--- src/rtl/mux_pkg.sv ---
// Shared constants and the lane-select type for the 4-to-1 lane multiplexer.
// Everything that needs to agree on the lane count or select width imports this.
package mux_pkg;

   localparam int NUM_LANES = 4;
   localparam int SEL_W     = 2;

   typedef logic [SEL_W-1:0] sel_t;

endpackage : mux_pkg

--- src/rtl/mux_sel_dec.sv ---
// Select decoder: turns a binary lane select into a one-hot lane enable vector.
module mux_sel_dec
   import mux_pkg::*;
(
   input  sel_t                 sel_i,
   output logic [NUM_LANES-1:0] onehot_o
);

   // Every select code is spelled out so the enable vector is never X for a
   // known select; the default arm only exists to keep the block latch-free.
   always_comb begin
      onehot_o = '0;
      case (sel_i)
         2'd0:    onehot_o = 4'b0001;
         2'd1:    onehot_o = 4'b0010;
         2'd2:    onehot_o = 4'b0100;
         2'd3:    onehot_o = 4'b1000;
         default: onehot_o = '0;
      endcase
   end

endmodule : mux_sel_dec

--- src/rtl/mux_4to1.sv ---
// Four-lane multiplexer with a zero-latency combinational output and a
// one-clock registered copy qualified by valid_i.
module mux_4to1
   import mux_pkg::*;
#(
   parameter int LANE_W = 1
) (
   input  logic                        clk_i,
   input  logic                        rst_i,
   input  logic [NUM_LANES*LANE_W-1:0] data_i,
   input  sel_t                        sel_i,
   input  logic                        valid_i,
   output logic [LANE_W-1:0]           out_o,
   output logic [NUM_LANES-1:0]        sel_onehot_o,
   output logic [LANE_W-1:0]           out_q_o,
   output logic                        valid_o
);

   logic [NUM_LANES-1:0] laneEnable;
   logic [LANE_W-1:0]    selectedLane;

   mux_sel_dec selDecoder (
      .sel_i    (sel_i),
      .onehot_o (laneEnable)
   );

   // Lane selection is an AND-OR tree: each lane is masked by its one-hot
   // enable and the masked lanes are ORed together, so only one can survive.
   always_comb begin
      selectedLane = '0;
      for (int k = 0; k < NUM_LANES; k++) begin
         selectedLane = selectedLane | (data_i[k*LANE_W +: LANE_W] & {LANE_W{laneEnable[k]}});
      end
   end

   assign out_o        = selectedLane;
   assign sel_onehot_o = laneEnable;

   // Registered copy: capture the selected lane when valid_i is high, otherwise
   // keep the last result but drop valid_o. Reset wins over valid_i.
   always_ff @(posedge clk_i) begin
      if (rst_i) begin
         out_q_o <= '0;
         valid_o <= 1'b0;
      end else if (valid_i) begin
         out_q_o <= selectedLane;
         valid_o <= 1'b1;
      end else begin
         valid_o <= 1'b0;
      end
   end

endmodule : mux_4to1

--- config.mk ---
export PLATFORM = sky130hd
export DESIGN_NAME = mux_4to1
export DESIGN_NICKNAME = d
export VERILOG_FILES = /design/src/rtl/mux_pkg.sv /design/src/rtl/mux_sel_dec.sv /design/src/rtl/mux_4to1.sv
export SDC_FILE = /design/constraint.sdc
export NUM_CORES = 1
export LEC_CHECK = 0
export ABC_AREA = 0
export CAP_MARGIN = 5
export CORE_AREA = 2 2 39 41
export CTS_BUF_LIST = sky130_fd_sc_hd__clkbuf_16
export DETAILED_ROUTE_END_ITERATION = 10
export DIE_AREA = 0 0 41 43
export GPL_TIMING_DRIVEN = 0
export SLEW_MARGIN = 20
export SYNTH_ARGS = -nofsm -noshare
export SYNTH_HDL_FRONTEND = slang
export SYNTH_SLANG_ARGS = --single-unit
--- constraint.sdc ---
create_clock -name clk_i -period 1.6 [get_ports clk_i]
set_input_delay 0.32 -clock clk_i [delete_from_list [all_inputs] [get_ports clk_i]]
set_output_delay 0.32 -clock clk_i [all_outputs]
set_load 0.05 [all_outputs]
==> key figures, run 1 <==
Global routing
  • Vias in the first global route: 184
  • Largest net degree at the start of global routing: 8
  • Initial antenna violation count: 0
  • Total gr overflow: 0
  • All-Layer GR Usage: 0.0691
  • First-pass GRT wire length: 731 microns

STA
  • Crit share post-route: 0.963
  • RSZ-0062 raised after global routing: false
  • Peak Freq: 649 MHz
  • Final setup violation count: 0
  • Slew @ Worst Pin: 0.493 ns
  • Min Tclk post-route: 1.54 ns
  • Pins Over Slew Limit: 0
  • Final hold vios: 0
  • Worst relative slew slack: 0.672
  • Clk_skew: 0 ns
  • Final worst slack: 0.0591 ns

Placed design
  • Post-Place Cells: 45
  • DP Area: 307 sq um
  • PortBufs: 15
  • Setup WS pre-CTS: -0.731 ns
  • Global placer's final weighted congestion: 0.523

Routing
  • Wire length on met3: 123 microns
  • DRC: 0
  • Remaining antenna violation count after routing: 0
  • Met2 Wirelength: 169 microns
  • Drt first pass iters: 1
  • Uppermost layer routed: met4
  • Drt wl/cell: 9.30 microns
  • Final wirelength: 493 microns
  • Met1 Wirelength: 184 microns
  • DR iter-0 viols: 0
  • Via count: 197
  • DR vias/cell: 3.72

Die
  • Starting density of the core: 0.0986
  • Die width: 41 microns
  • Die ar.: 1760 sq um
  • Area of the core: 1380 sq um
  • DIE HEIGHT: 43 microns
  • Ports: 16
  • Row count: 14

Clock tree
  • # clock sinks: 2
  • Clk buf depth: 2
  • Worst-path clk slew: 0.03 ns
  • Worst-skew pair later-pin latency: 0.22 ns
  • CTS tree: done
  • Root Buffer Master: clkbuf_16
  • H-tree depth: 1
  • Total CTS buffers: 3

Final layout
  • Seq. cell area: 40.0 sq um
  • Ant diodes: 0
  • Fillers: 149
  • Final core utilization: 0.295
  • Combined area of the multi-input logic cells: 100 sq um
  • Nets: 48
  • Final Non-Filler Cells: 53
  • Layout cells sized above 1: 0.459
  • Layout area overhead: 199%
  • Design area: 408 sq um

Logic synthesis
  • Yosys reg bits: 2
  • Mapped Nets: 23
  • Syn Inst Count: 14
  • Syn Area/Cell: 9.74 sq um
  • Top cell type's share of synthesized area: 0.294
  • Register area share after synthesis: 0.294
  • Warnings, synthesis: 0
  • Yosys cell types: 10
  • Post-synthesis cell area: 136 sq um
  • Synth top area cells: dfxtp_1 29%, mux2i_1 22%, nor2b_1 9.2%, and2b_2 6.4%, o221ai_1 6.4%
  • Synth area leader: dfxtp_1

Power and ir drop
  • Power per Cell Area: 1320 nW/um^2
  • Maximum vdd ir drop: 0.000675 V
  • Leakage: 0.000216 uW

Worst setup path
  • Worst Path Max Fanout: 2
  • CP Cell Sequence: clkdlybuf4s50_1, mux2i_1, mux2i_1, buf_4
  • Max incr delay on CP: 0.46 ns
  • R2R Setup Slk: 0.69 ns
  • Critical path startpoint category: primary input
  • Crit-path leading delay family: buffers and inverters
  • Worst path required time: 1.28 ns
  • CP max-delay cell: clkdlybuf4s50_1
  • CP most frequent cell: mux2i_1
  • Arr. time, crit path: 1.22 ns
  • Worst Path Buf+Inv: 2
  • Crit path capture type: output pin
  • Critical path class: in2out

Run
  • Max_cap viols: 0

Worst hold path
  • Hold WC Path Type: in2reg

Run status
  • Status: complete, no violations
==> registers in the layout (all words and copies together) (netlist names) <==
signal	cells
out_q_o	1
valid_o	1
==> metrics by stage <==
stage                     hold WS [ns]  power [uW]  TNS, ns
after floorplan                  0.392         111        0
after global placement           0.638         158    -3.02
after detailed placement         0.645         158    -3.02
after CTS                        0.648         544        0
after global routing             0.544         556        0
final                            0.479         537        0
==> final timing paths <==
| path | start | to | cells past startpoint |
|---|---|---|---|
| setup / recovery | data_i[1] | out_o | 4 |
| hold reg to reg | out_q_o | out_q_o | 2 |
| hold / removal | data_i[3] | out_q_o | 3 |
| setup reg to reg | out_q_o | out_q_o | 2 |
==> worst min-delay path, cell delays in order <==
cell	delay (ns)
dlymetal6s2s_1	0.08
mux2i_1	0.09
o221ai_1	0.16
==> kinds of logic after synthesis <==
kind of cell | share of synthesized area
AOI/OAI and AO/OA | 0.0642
DFF | 0.294
muxes | 0.220
and+or+nand+nor | 0.422
==> cell type report <==
cell class                 instances  share of cell area
sequential                         2              0.0982
tap                               16              0.0491
multi-input combinational         12               0.245
timing repair buffer              20               0.423
clock buffer                       3               0.184
==> Yosys cell counts <==
master / count
nand3b_1: 1
mux2i_1: 3
dfxtp_1: 2
or3b_1: 1
nor2_1: 1
o221ai_1: 1
and2b_2: 1
and2_2: 1
or3b_2: 1
nor2b_1: 2
==> cells in the final DEF (no fill, tap or decap), types with 2 or more instances in the layout <==
cell type / n
buf_2: 3
buf_4: 6
clkbuf_16: 3
clkdlybuf4s50_1: 3
dfxtp_1: 2
dlygate4sd2_1: 4
dlymetal6s2s_1: 3
mux2i_1: 2
nor2b_1: 2
==> power by group <==
part           switching [uW]  internal [uW]  total, uW
registers               0.850           53.6       54.5
logic                    60.7           47.1        108
clock network            56.9            318        375
total                     118            419        537
==> repair_timing <==
item,CTS,global route
endpoints found under the setup margin,7,2
setup buffers,5,0
hold buffers,0,0
endpoints found under the hold margin,0,0
resized for setup,29,4
==> metal layers <==
layer  global-route usage  vias to the layer above
met5                    0                        -
met4               0.0800                        0
met3               0.0524                        2
met2               0.0719                       18
met1               0.0767                       78
li1                     -                       99
Note: power is estimated with default switching activity, not from simulation.
==> run 2, diff against run 1 <==
Settings changed: DONT_BUFFER_PORTS set to 1, GPL_ROUTABILITY_DRIVEN set to 0.
==> run 2 against run 1 <==
Die area did not move. Combinational power fell by 56%. Register-to-register slack got worse by 0.36 ns. Largest cell class is now multi-input combinational cells.
==> key figures, run 2 (synthesis gave the netlist of run 1 again) <==
Final layout
  • Layout cells sized above 1: 0.412 (was 0.459)
  • Biggest regs: out_q_o: 1 flops, valid_o: 1 flops (unchanged)
  • Design area: 235 sq um (was 408 sq um)
  • Nets: 28 (was 48)
  • Ant diodes: 0 (unchanged)
  • Final core utilization: 0.170 (was 0.295)
  • Most frequent cells in the layout: 3 x clkbuf_16, 2 x mux2i_1, 2 x nor2b_1, 2 x dfxtp_1 (was 6 x buf_4, 4 x dlygate4sd2_1)
  • Layout area overhead: 72.5% (was 199%)
  • Most common cell after layout, fill and taps aside: clkbuf_16 (was buf_4)

Global routing
  • Initial antenna violation count: 0 (unchanged)
  • Largest net degree at the start of global routing: 8 (unchanged)
  • Total gr overflow: 0 (unchanged)
  • All-Layer GR Usage: 0.0481 (was 0.0691)
  • First-pass GRT wire length: 476 microns (was 731 microns)
  • Vias in the first global route: 144 (was 184)

Run status
  • Status: complete, no violations (unchanged)

Clock tree
  • CTS tree: done (unchanged)
  • Worst-path clk slew: 0.03 ns (about the same)
  • Worst-skew pair later-pin latency: 0.22 ns (about the same)
  • Resize count post-CTS: 1 (was 29)
  • Clk buf depth: 2 (unchanged)
  • Total CTS buffers: 3 (unchanged)
  • Cts-stage hold buffer count: 0 (unchanged)
  • H-tree depth: 1 (unchanged)
  • Root Buffer Master: clkbuf_16 (unchanged)
  • # clock sinks: 2 (unchanged)
  • Setup Fix Bufs, Post-CTS: 0 (was 5)

Worst setup path
  • CP max-delay cell: mux2i_2 (was clkdlybuf4s50_1)
  • R2R depth: 2 (unchanged)
  • Crit path to: out_o (unchanged)
  • Worst Path Buf+Inv: 0 (was 2)
  • Critical path class: in2out (unchanged)
  • Arr. time, crit path: 1.06 ns (was 1.22 ns)
  • Path length in cells of the critical path: 2 (was 4)
  • R2R Setup Slk: 0.33 ns (was 0.69 ns)
  • CP Cell Sequence: mux2i_1, mux2i_2 (was clkdlybuf4s50_1, mux2i_1, mux2i_1, buf_4)
  • Crit path capture type: output pin (unchanged)
  • Reg-to-Reg Start: out_q_o (unchanged)
  • Max incr delay on CP: 0.60 ns (was 0.46 ns)
  • CP startpoint: sel_i[1] (was data_i[1])
  • Critical path startpoint category: primary input (unchanged)
  • Worst Path Max Fanout: 6 (was 2)
  • Worst path required time: 1.28 ns (about the same)
  • Crit-path leading delay family: multiplexers (was buffers and inverters)
  • Critical R2R Capture: out_q_o (unchanged)

Die
  • Die ar.: 1760 sq um (unchanged)
  • Starting density of the core: 0.0986 (unchanged)
  • DIE HEIGHT: 43 microns (unchanged)
  • Ports: 16 (unchanged)
  • Row count: 14 (unchanged)
  • Area of the core: 1380 sq um (unchanged)
  • Die width: 41 microns (unchanged)

Routing
  • DR vias/cell: 3.82 (was 3.72)
  • Final wirelength: 361 microns (was 493 microns)
  • Via count: 126 (was 197)
  • DRC: 0 (unchanged)
  • Drt first pass iters: 1 (unchanged)
  • Drt wl/cell: 10.9 microns (was 9.30 microns)
  • DR iter-0 viols: 0 (unchanged)
  • Remaining antenna violation count after routing: 0 (unchanged)

STA
  • Crit share post-route: 0.862 (was 0.963)
  • Worst relative slew slack: 0.384 (was 0.672)
  • Final worst slack: 0.220 ns (was 0.0591 ns)
  • Min Tclk post-route: 1.38 ns (was 1.54 ns)
  • Peak Freq: 725 MHz (was 649 MHz)
  • RSZ-0062 raised after global routing: false (unchanged)
  • Final hold vios: 0 (unchanged)
  • Slew @ Worst Pin: 0.922 ns (was 0.493 ns)
  • Setup TNS: 0 ns (unchanged)
  • Final setup violation count: 0 (unchanged)
  • Clk_skew: 0 ns (unchanged)
  • Pins Over Slew Limit: 0 (unchanged)

Placed design
  • PortBufs: 0 (was 15)
  • Setup WS pre-CTS: -0.0416 ns (was -0.731 ns)
  • Final HPWL DP: 268 microns
  • DP Area: 156 sq um (was 307 sq um)

Power and ir drop
  • Total chip power: 490 uW (was 537 uW)
  • Leakage: 0.0000924 uW (was 0.000216 uW)
  • Power per Cell Area: 2080 nW/um^2 (was 1320 nW/um^2)
  • Maximum vdd ir drop: 0.000686 V (was 0.000675 V)

Run
  • Max_cap viols: 0 (unchanged)

Worst hold path
  • Hold WC Path Type: in2reg (unchanged)
## run 2: cell count changes in the layout (fill, tap and decap cells not counted)
| cell | change |
|---|---|
| clkdlybuf4s50_1 | -3 |
| clkdlybuf4s18_2 | -1 |
| dlygate4sd2_1 | -4 |
| buf_4 | -6 |
| dlymetal6s2s_1 | -3 |
| buf_2 | -3 |
## run 2: per-stage QoR
| step | hold WS, ns | instances |
|---|---|---|
| 2_1_floorplan | 0.392 | 14 |
| 3_3_place_gp | 0.394 | 30 |
| 3_5_place_dp | 0.396 | 30 |
| 4_1_cts | 0.167 | 33 |
| 5_1_grt | 0.173 | 33 |
| 6_report | 0.169 | 33 |
## run 2: how the worst min path moves through the flow
| stage | cells after the start | start | slack [ns] | to |
|---|---|---|---|---|
| after floorplan | 1 | rst_i | 0.39 | valid_o |
| after global placement | 1 | rst_i | 0.39 | valid_o |
| after global routing | 1 | rst_i | 0.17 | valid_o |
| final | 1 | rst_i | 0.17 | valid_o |
| after CTS | 1 | rst_i | 0.17 | valid_o |
| after detailed placement | 1 | rst_i | 0.40 | valid_o |
## run 2: routing by layer
| metal | GRT usage | wire length (microns) | vias to the layer above |
|---|---|---|---|
| met2 | 0.0563 | 123 | 18 |
| met5 | 0 | 0 | - |
| li1 | - | - | 57 |
| met4 | 0.0600 | 0 | 0 |
| met3 | 0.0681 | 112 | 0 |
| met1 | 0.0256 | 125 | 51 |
## run 2: power by group
group          switching, uW  internal, uW  total (uW)
Sequential              13.3          53.7        67.0
Combinational           35.2          12.2        47.4
Clock                   57.6           318         376
## run 2: final cells by class
cell class | count | area [sq um]
well taps | 16 | 20.0
fillers | 156 | 1150
multi-input cells | 12 | 100
clock buffers | 3 | 75.1
flip-flops and latches | 2 | 40.0
